File: src/rtl/iter_alu_pkg.sv
// Shared types for iter_alu: operation encoding and control FSM states.
package iter_alu_pkg;

    typedef enum logic [2:0] {
        OP_ADD = 3'd0,
        OP_EQ  = 3'd1,
        OP_SUB = 3'd2,
        OP_LT  = 3'd3,
        OP_LTU = 3'd4,
        OP_SLL = 3'd5,
        OP_SRL = 3'd6,
        OP_MUL = 3'd7
    } op_e;

    typedef enum logic [1:0] {
        ST_IDLE = 2'd0,
        ST_CALC = 2'd1,
        ST_DONE = 2'd2
    } state_e;

endpackage

File: src/rtl/iter_mul.sv
// Iterative shift-add multiplier: nbits steps after a start pulse, low nbits of a*b.
// Only built when ITER_ALU_MUL_EN is defined.
module iter_mul #(
    parameter int nbits = 32
) (
    input  logic             clk,
    input  logic             rst,
    input  logic             start,
    input  logic [nbits-1:0] a,
    input  logic [nbits-1:0] b,
    output logic             done,
    output logic [nbits-1:0] product
);
    localparam int CW = $clog2(nbits);

    logic [nbits-1:0] mcand_reg;
    logic [nbits-1:0] mplier_reg;
    logic [nbits-1:0] acc_reg;
    logic [CW-1:0]    cnt_reg;
    logic             run_reg;
    logic [nbits-1:0] addend;

    // Partial product for this step: multiplicand gated by the multiplier LSB.
    for (genvar gi = 0; gi < nbits; gi++) begin : g_addend
        assign addend[gi] = mcand_reg[gi] & mplier_reg[0];
    end

    // The final step's sum is presented combinationally so the top can capture it on the last edge.
    assign product = acc_reg + addend;
    assign done    = run_reg && (cnt_reg == CW'(nbits - 1));

    always_ff @(posedge clk) begin
        if (rst) begin
            mcand_reg  <= '0;
            mplier_reg <= '0;
            acc_reg    <= '0;
            cnt_reg    <= '0;
            run_reg    <= 1'b0;
        end else if (start) begin
            mcand_reg  <= a;
            mplier_reg <= b;
            acc_reg    <= '0;
            cnt_reg    <= '0;
            run_reg    <= 1'b1;
        end else if (run_reg) begin
            mcand_reg  <= mcand_reg << 1;
            mplier_reg <= mplier_reg >> 1;
            acc_reg    <= product;
            cnt_reg    <= cnt_reg + 1'b1;
            if (done) begin
                run_reg <= 1'b0;
            end
        end
    end

endmodule

File: src/rtl/iter_alu.sv
// Multi-cycle ALU with val/rdy handshakes; eight integer ops, one transaction in flight.
// Define ITER_ALU_MUL_EN to build the iterative multiplier; otherwise op 7 returns 0 in one cycle.
module iter_alu
    import iter_alu_pkg::*;
#(
    parameter int nbits = 32
) (
    input  logic             clk,
    input  logic             rst,
    input  logic             in_val,
    output logic             in_rdy,
    input  logic [2:0]       op,
    input  logic [nbits-1:0] in0,
    input  logic [nbits-1:0] in1,
    output logic             out_val,
    input  logic             out_rdy,
    output logic [nbits-1:0] out,
    output logic             busy
);
    localparam int SHW = $clog2(nbits);

    state_e           state_reg, state_next;
    logic [nbits-1:0] out_reg, out_next;
    logic [nbits-1:0] alu_result;
    logic [SHW-1:0]   shamt;

    assign shamt = in1[SHW-1:0];

`ifdef ITER_ALU_MUL_EN
    logic             mul_start;
    logic             mul_done;
    logic [nbits-1:0] mul_product;

    iter_mul #(.nbits(nbits)) u_mul (
        .clk     (clk),
        .rst     (rst),
        .start   (mul_start),
        .a       (in0),
        .b       (in1),
        .done    (mul_done),
        .product (mul_product)
    );
`endif

    always_comb begin
        alu_result = '0;
        case (op_e'(op))
            OP_ADD: alu_result = in0 + in1;
            OP_EQ:  alu_result = {{(nbits-1){1'b0}}, (in0 == in1)};
            OP_SUB: alu_result = in0 - in1;
            OP_LT:  alu_result = {{(nbits-1){1'b0}}, ($signed(in0) < $signed(in1))};
            OP_LTU: alu_result = {{(nbits-1){1'b0}}, (in0 < in1)};
            OP_SLL: alu_result = in0 << shamt;
            OP_SRL: alu_result = in0 >> shamt;
            OP_MUL: alu_result = '0;
        endcase
    end

    always_comb begin
        state_next = state_reg;
        out_next   = out_reg;
`ifdef ITER_ALU_MUL_EN
        mul_start  = 1'b0;
`endif
        case (state_reg)
            ST_IDLE: begin
                if (in_val) begin
`ifdef ITER_ALU_MUL_EN
                    if (op_e'(op) == OP_MUL) begin
                        state_next = ST_CALC;
                        mul_start  = 1'b1;
                    end else
`endif
                    begin
                        state_next = ST_DONE;
                        out_next   = alu_result;
                    end
                end
            end
            ST_CALC: begin
`ifdef ITER_ALU_MUL_EN
                if (mul_done) begin
                    state_next = ST_DONE;
                    out_next   = mul_product;
                end
`else
                state_next = ST_IDLE;
`endif
            end
            ST_DONE: begin
                if (out_rdy) begin
                    state_next = ST_IDLE;
                end
            end
            default: state_next = ST_IDLE;
        endcase
    end

    always_ff @(posedge clk) begin
        if (rst) begin
            state_reg <= ST_IDLE;
            out_reg   <= '0;
        end else begin
            state_reg <= state_next;
            out_reg   <= out_next;
        end
    end

    assign in_rdy  = (state_reg == ST_IDLE);
    assign out_val = (state_reg == ST_DONE);
    assign busy    = (state_reg != ST_IDLE);
    assign out     = out_reg;

endmodule

File: config.mk
export PLATFORM = sky130hd
export DESIGN_NAME = iter_alu
export DESIGN_NICKNAME = d
export VERILOG_FILES = /design/src/rtl/iter_alu_pkg.sv /design/src/rtl/iter_mul.sv /design/src/rtl/iter_alu.sv
export SDC_FILE = /design/constraint.sdc
export NUM_CORES = 1
export LEC_CHECK = 0
export ABC_AREA = 1
export CAP_MARGIN = 25
export CORE_ASPECT_RATIO = 1.5
export CORE_MARGIN = 2
export CORE_UTILIZATION = 60
export CTS_CLUSTER_DIAMETER = 200
export DETAILED_ROUTE_END_ITERATION = 8
export DONT_BUFFER_PORTS = 1
export HOLD_SLACK_MARGIN = 0.08
export PLACE_DENSITY = 0.76
export SETUP_SLACK_MARGIN = 0.4
export SYNTH_ARGS = -nofsm -noshare
export SYNTH_HDL_FRONTEND = slang
export SYNTH_SLANG_ARGS = --single-unit
export TNS_END_PERCENT = 10
File: constraint.sdc
create_clock -name clk -period 3.9 [get_ports clk]
set_input_delay 1.17 -clock clk [delete_from_list [all_inputs] [get_ports clk]]
set_output_delay 1.17 -clock clk [all_outputs]
set_load 0.05 [all_outputs]
==> impl_metrics.yaml, run 1 <==
cts:
  cts_buffer_depth: 2
  clockRootBuffer: "clkbuf_16"
  htreeDepth: 2
  cts.sinks: 33
  cts_buffers: 5
  post_cts_buffers: 0
  hold_buffers: 0
  ctsResizeCount: 0
synth:
  synth_edf_count: 0
  async_flop_share: 0
  ys_types: 52
  syn_nets: 1989
  ys_warn_count: 0
  synth_area_per_cell_sq_um: 5.05
  ys_seq_area_frac: 0.0707
  ys_ff_latch: 33
  syn_inst: 1852
  syn_area_sq_um: 9350
  synthFlopType: "dfxtp_1"
die:
  die_h_um: 157
  start_util: 0.617
  rows: 55
  io_pins: 106
  die_w_um: 106
grt:
  grt.overflow.total: 1
  gr-usage-all-layers: 0.542
  grt_pass1_wl_um: 68700
  grt_max_degree: 69
  grt_pass1_vias: 12541
placement:
  placedCellCount: 1981
  place_congestion: 1.10
  port_buffers: 0
  hpwl_um: 34600
outcome:
  stop_error: "[ERROR GRT-0116] Global routing finished with congestion. Check the congestion regions in the DRC Viewer."
  stop_stage: "global routing (5_1_grt)"
  status: "aborted with a tool error"
metrics by stage:
stage | hold slack, ps | cell area, sq um | setup slack, ps
after global placement | 708 | 9260 | 582
after CTS | 716 | 9410 | 839
after floorplan | 692 | 9350 | 520
after detailed placement | 707 | 9260 | 557
layer usage:
metal,GRT overflow,global-route usage
met5,0,0
met1,0,0.518
met4,0,0.620
met2,1,0.846
met3,0,0.188
logic make-up after synthesis:
family          after synthesis  share of synthesized area
simple gates               1151                      0.521
buf+inv                     315                      0.141
fa+ha+maj                    66                     0.0900
xor+xnor                      6                    0.00562
compound gates              277                      0.166
mux                           4                    0.00562
flops                        33                     0.0707
synth_stat cells, drive strengths merged, types with 16 or more instances:
cell / number / area share
nand3: 307 / 0.16
nor2: 221 / 0.090
dfxtp: 33 / 0.071
buf: 57 / 0.037
inv: 226 / 0.091
nor3: 16 / 0.0096
a21oi: 126 / 0.075
nand2: 564 / 0.23
nand4: 20 / 0.013
clkbuf: 30 / 0.012
o21ai: 117 / 0.063
ha: 64 / 0.086
==> run 2, diff against run 1 <==
CORE_ASPECT_RATIO = default   (was 1.5)
CORE_UTILIZATION = 40   (was 60)
CTS_CLUSTER_DIAMETER = default   (was 200)
HOLD_SLACK_MARGIN = default   (was 0.08)
PLACE_DENSITY = default   (was 0.76)
PLACE_DENSITY_LB_ADDON = 0.15   (was default)
SETUP_SLACK_MARGIN = default   (was 0.4)
==> run 2 against run 1 <==
The run now ends clean. Synthesized cell count unchanged. Synthesized area unchanged.
==> impl_metrics.yaml, run 2 <==
outcome:
  status: "finished, final reports clean"
sta:
  timing.final.crit_share: 0.859
  finalClockSkew_ps: 3.55
  slew_viol_final: 0
  tightest_slew_ps: 905
  final-hold-violation-count: 0
  hold-worst-slack_ps: 720
  setup_tns_ps: 0
  slew-limit-headroom: 0.395
  fin_crit_ps: 3350
  fmax_ghz: 0.299
  setup_viol: 0
  rsz0062_at_grt: "false"
synth:
  syn_nets: 1989
  synth_edf_count: 0
  synthFlopType: "dfxtp_1"
  synth_area_leaders: "nand2_1, nand3_1, inv_1, nor2_1, ha_1"
  synth.most_common_cell: "nand2_1"
  ys_ff_latch: 33
  ys_seq_area_frac: 0.0707
  syn_area_sq_um: 9350
  ys_types: 52
  synthTopCellsByCount: "nand2_1, nand3_1, inv_1"
  ys_warn_count: 0
  syn_inst: 1852
  synth_area_per_cell_sq_um: 5.05
  async_flop_share: 0
  synth_top_area_frac: 0.225
  synth_top_area_cell: "nand2_1"
grt:
  grt_antenna_before_repair: 0
  grt.overflow.total: 0
  gr-usage-all-layers: 0.362
  grt_pass1_wl_um: 66300
  grt_pass1_vias: 11166
  grt_max_degree: 69
drt:
  vias_per_cell: 5.65
  wl_um: 44900
  drc: 0
  vias: 11945
  drtIter0Drc: 1246
  drtPass1Iterations: 7
  routedWlPerCell_um: 21.3
  ant_nets: 0
final_layout:
  layout-drive-gt1-share: 0.0367
  largest_reg_flops: 32
  fillers: 2687
  area_growth_syn_to_layout_pct: 3.37
  fin_nets: 1935
  final_common_cell: "nand2_1"
  layout_common_cells: "nand2_1, nand3_1, inv_1, nor2_1, a21oi_1"
hold_path:
  hold_path_depth: 2
  worstHoldStart: "out[29]"
  min_path_type: "register to register"
  hold_path_end: "out[29]"
worst_setup_path:
  max_stage_delay_ps: 460
  cp.arrival_ps: 3510
  cp_num_buf_inv: 3
  rrSetupSlack_ps: 1020
  path_cells: "clkinv_1 -> buf_12 -> fa_1 -> inv_1 -> nand2_1 -> nand2_1 -> nand2_1 -> nand2_1 -> nand3_1 -> nand2_1 -> nand2_1 -> nand2_1 -> nand2_1 -> nand3_1 -> nand2_1 -> nor2_1 -> nor2_1"
  worstSetupPathType: "input port to register"
  crit_slowest_cell: "fa_1"
  r2r_start: "state_reg[1]"
  endpoint_kind: "register"
  cp.required_ps: 4060
  crit_path_frequent_cell: "nand2_1"
  cp_max_fo: 68
  r2r-end: "out[17]"
  worst_setup_path_start_kind: "input port"
  ff2ff_path_depth: 8
  cp_top_family: "simple AND/OR/NAND/NOR gates"
cts:
  clk_pin_slew_worst_paths_ps: 50
  hold_buffers: 0
  post_cts_buffers: 0
  clockRootBuffer: "clkbuf_16"
  cts_buffer_depth: 2
  cts_buffers: 5
  cts_tree: "done"
  htreeDepth: 2
  ctsResizeCount: 0
  cts.sinks: 33
  clock_latency_ps: 280
die:
  io_pins: 106
  start_util: 0.410
  die_h_um: 157
  fp.dieArea_sq_um: 24600
  coreArea_sq_um: 22800
  rows: 55
  die_w_um: 157
placement:
  place_congestion: 1.02
  hpwl_um: 37000
  port_buffers: 0
pwr:
  ir_drop_uv: 203
  p_per_area_nw_per_um2: 219
  p_leak_nw: 5.02
flow_run:
  maxCapViolCount: 0
-- run 2: final cells by class --
class	instances	area [sq um]	share of cell area
clock inverter	1	5.00	0.000518
antenna	2	5.00	0.000518
tap	313	392	0.0405
sequential	33	661	0.0684
clock buffer	7	153	0.0158
inverter	228	861	0.0891
timing repair buffer	26	220	0.0228
multi-input combinational	1504	7370	0.762
-- run 2: power breakdown --
| part | internal [mW] | switching [mW] |
|---|---|---|
| Combinational | 0.371 | 0.861 |
| Clock | 0.270 | 0.138 |
| Sequential | 0.365 | 0.114 |
| Total | 1.01 | 1.11 |
-- run 2: worst max-delay path by stage --
stage          slack (ps)  cells past startpoint  endpoint   start
6_report              550                     17   out[18]  in1[1]
5_1_grt               370                     17   out[18]  in1[1]
4_1_cts               580                     17   out[18]  in1[1]
3_5_place_dp          300                     17   out[18]  in1[1]
3_3_place_gp          330                     17   out[18]  in1[1]
2_1_floorplan         520                     17   out[26]  in1[3]
-- run 2: cell families after synthesis --
| group | Yosys count | share of synthesized area |
|---|---|---|
| xor gates and xnor gates | 6 | 0.00562 |
| buffers and inverters | 315 | 0.141 |
| DFF | 33 | 0.0707 |
| and+or+nand+nor | 1151 | 0.521 |
| adders and majority gates | 66 | 0.0900 |
| muxes | 4 | 0.00562 |
| AOI/OAI and AO/OA | 277 | 0.166 |
-- run 2: worst reg2reg max path, stage by stage, from the launching register on --
cell,delay (ps)
dfxtp_1,470
buf_4,280
inv_1,370
nand2_1,380
inv_1,400
buf_12,280
o21ai_1,160
nor2_1,350
nor2_1,60
-- run 2: through the flow --
step,utilization,instances,setup slack (ps),cell area [sq um],total power [mW]
floorplan,-,1852,520,9350,1.36
global placement,0.417,2104,333,9500,1.69
detailed placement,0.417,2104,298,9500,1.69
CTS,0.424,2112,578,9660,2.10
global route,0.424,2112,369,9660,2.27
finish,0.424,2114,551,9660,2.12
-- run 2: routing by layer --
| metal | part of all wire | up-vias | routed length (um) | global-route usage |
|---|---|---|---|---|
| met5 | 0 | - | 0 | 0 |
| met4 | 0.071 | 0 | 3180 | 0.216 |
| met3 | 0.063 | 103 | 2840 | 0.0460 |
| met2 | 0.45 | 509 | 20400 | 0.594 |
| met1 | 0.41 | 5454 | 18500 | 0.453 |
| li1 | - | 5879 | - | - |
Power figures use the tool's default switching activity.
==> run 3, diff against run 2 <==
CORE_MARGIN = default   (was 2)
==> run 3 against run 2 <==
Core utilization is 0.34 points lower. Cell area is 0.79% lower. Die area is 2.5% lower. Hold slack worse by 17 ps. Maximum frequency is 1.9% higher. Largest power group unchanged. Global-route usage is 1.3 points higher. Sequential share of layout area is 0.054 points higher. Critical path depth is 4 lower. Power is 2.8% higher. First-iteration DRC count is 4.8% lower. Register-to-register slack better by 480 ps.
==> impl_metrics.yaml, run 3 (synthesized netlist as in run 2, its figures left out) <==
final_layout:
  layout-drive-gt1-share: 0.0324
  fin_util: 0.421
  fin_nets: 1927
  largest_reg_flops: 32
  final_common_cell: "nand2_1"
  num_antenna_cells: 0
  fillers: 2705
  layout_common_cells: "nand2_1, nand3_1, inv_1, nor2_1, a21oi_1"
  area_growth_syn_to_layout_pct: 2.56
grt:
  gr-usage-all-layers: 0.375
  grt_pass1_vias: 11428
  grt_antenna_before_repair: 1
  grt_pass1_wl_um: 67200
  grt_max_degree: 69
  grt.overflow.total: 0
sta:
  setup_tns_ps: 0
  finalClockSkew_ps: 3.22
  rsz0062_at_grt: "false"
  setup_viol: 0
  fin_crit_ps: 3290
  slew_viol_final: 0
  fmax_ghz: 0.304
  timing.final.crit_share: 0.843
  tightest_slew_ps: 757
  final-hold-violation-count: 0
  slew-limit-headroom: 0.494
  hold-worst-slack_ps: 703
  final.setup.worst_slack_ps: 614
die:
  die_h_um: 155
  die_w_um: 155
  rows: 55
  fp.dieArea_sq_um: 24000
  coreArea_sq_um: 22800
  start_util: 0.410
  io_pins: 106
drt:
  drtPass1Iterations: 7
  vias: 12050
  wl_um: 45400
  routedWlPerCell_um: 21.6
  drc: 0
  vias_per_cell: 5.73
  ant_nets: 0
  drtIter0Drc: 1186
pwr:
  p_int_mw: 1.02
  swShare: 0.530
  p_per_area_nw_per_um2: 227
  power_mw: 2.18
  p_seq_frac: 0.219
  p_leak_nw: 4.98
  pwr-share-clk: 0.214
  p_sw_mw: 1.15
  ir_drop_uv: 230
  p_comb_frac: 0.567
cts:
  clockRootBuffer: "clkbuf_16"
  cts_buffers: 5
  cts_tree: "done"
  cts.sinks: 33
  htreeDepth: 2
  post_cts_buffers: 0
  cts_buffer_depth: 2
  clock_latency_ps: 280
  hold_buffers: 0
  ctsResizeCount: 0
  clk_pin_slew_worst_paths_ps: 60
placement:
  place_ws_ps: 394
  port_buffers: 0
  place_congestion: 1.04
  hpwl_um: 37300
outcome:
  status: "finished, final reports clean"
worst_setup_path:
  worst_setup_path_start_kind: "input port"
  path_cells: "inv_1 -> ha_1 -> inv_1 -> a21oi_1 -> inv_1 -> a21oi_1 -> nand3_1 -> nand2_1 -> nand2_1 -> nand2_1 -> nand3_1 -> nand3_1 -> a21oi_1"
  cp.required_ps: 4070
  endpoint_kind: "register"
  cp.arrival_ps: 3460
  crit_slowest_cell: "ha_1"
  worstSetupPathType: "input port to register"
  max_stage_delay_ps: 450
  cp_max_fo: 8
flow_run:
  maxCapViolCount: 0
hold_path:
  min_path_type: "register to register"
## run 3: cell types whose count changed in the layout (fill, tap and decap cells not counted), sizes merged
| cell | before | now |
|---|---|---|
| clkinvlp | 0 | 1 |
| clkbuf | 7 | 5 |
| buf | 26 | 18 |
| bufinv | 0 | 1 |
| diode | 2 | 0 |
## run 3: power groups by stage
stage | clock network (mW) | registers [mW] | logic [mW]
finish | 0.467 | 0.478 | 1.24
global route | 0.482 | 0.479 | 1.36
CTS | 0.472 | 0.478 | 1.21
detailed placement | 0 | 0.485 | 1.20
global placement | 0 | 0.485 | 1.21
floorplan | 0 | 0.479 | 0.880
## run 3: stage by stage
stage / std cells / instance area (sq um)
floorplan: 1852 / 9350
global placement: 2096 / 9410
detailed placement: 2096 / 9410
CTS: 2104 / 9590
global route: 2104 / 9590
finish: 2104 / 9590
## run 3: layout make-up
type                       instances  area [sq um]  area share
clock buffer                       5           125      0.0131
clock inverter                     3          46.3     0.00483
inverter                         228           861      0.0898
multi-input combinational       1504          7370       0.768
sequential                        33           661      0.0689
tap                              313           392      0.0409
timing repair buffer              18           135      0.0141
## run 3: final timing paths
check               startpoint       to  slack [ps]  depth (start not counted)
setup / recovery       in1[12]  out[29]         610                         13
hold / removal          out[1]   out[1]         700                          2
hold reg to reg         out[1]   out[1]         700                          2
setup reg to reg  state_reg[1]   out[8]        1500                          7
## run 3: layer usage
layer  track usage  vias to the layer above  part of all wire  wire [um]
met5             0                        -           0.00024         11
met4         0.252                        2             0.075       3400
met3        0.0504                      144             0.067       3040
met2         0.623                      535              0.45      20300
met1         0.451                     5510              0.41      18600
li1              -                     5859                 -          -
## run 3: critical path: cells and delay by family
kind / cells / cell delay (ps)
AO/OA/AOI/OAI: 3 / 600
adder cells (fa/ha/maj): 1 / 450
buffers and inverters: 3 / 240
AND/OR/NAND/NOR: 6 / 990
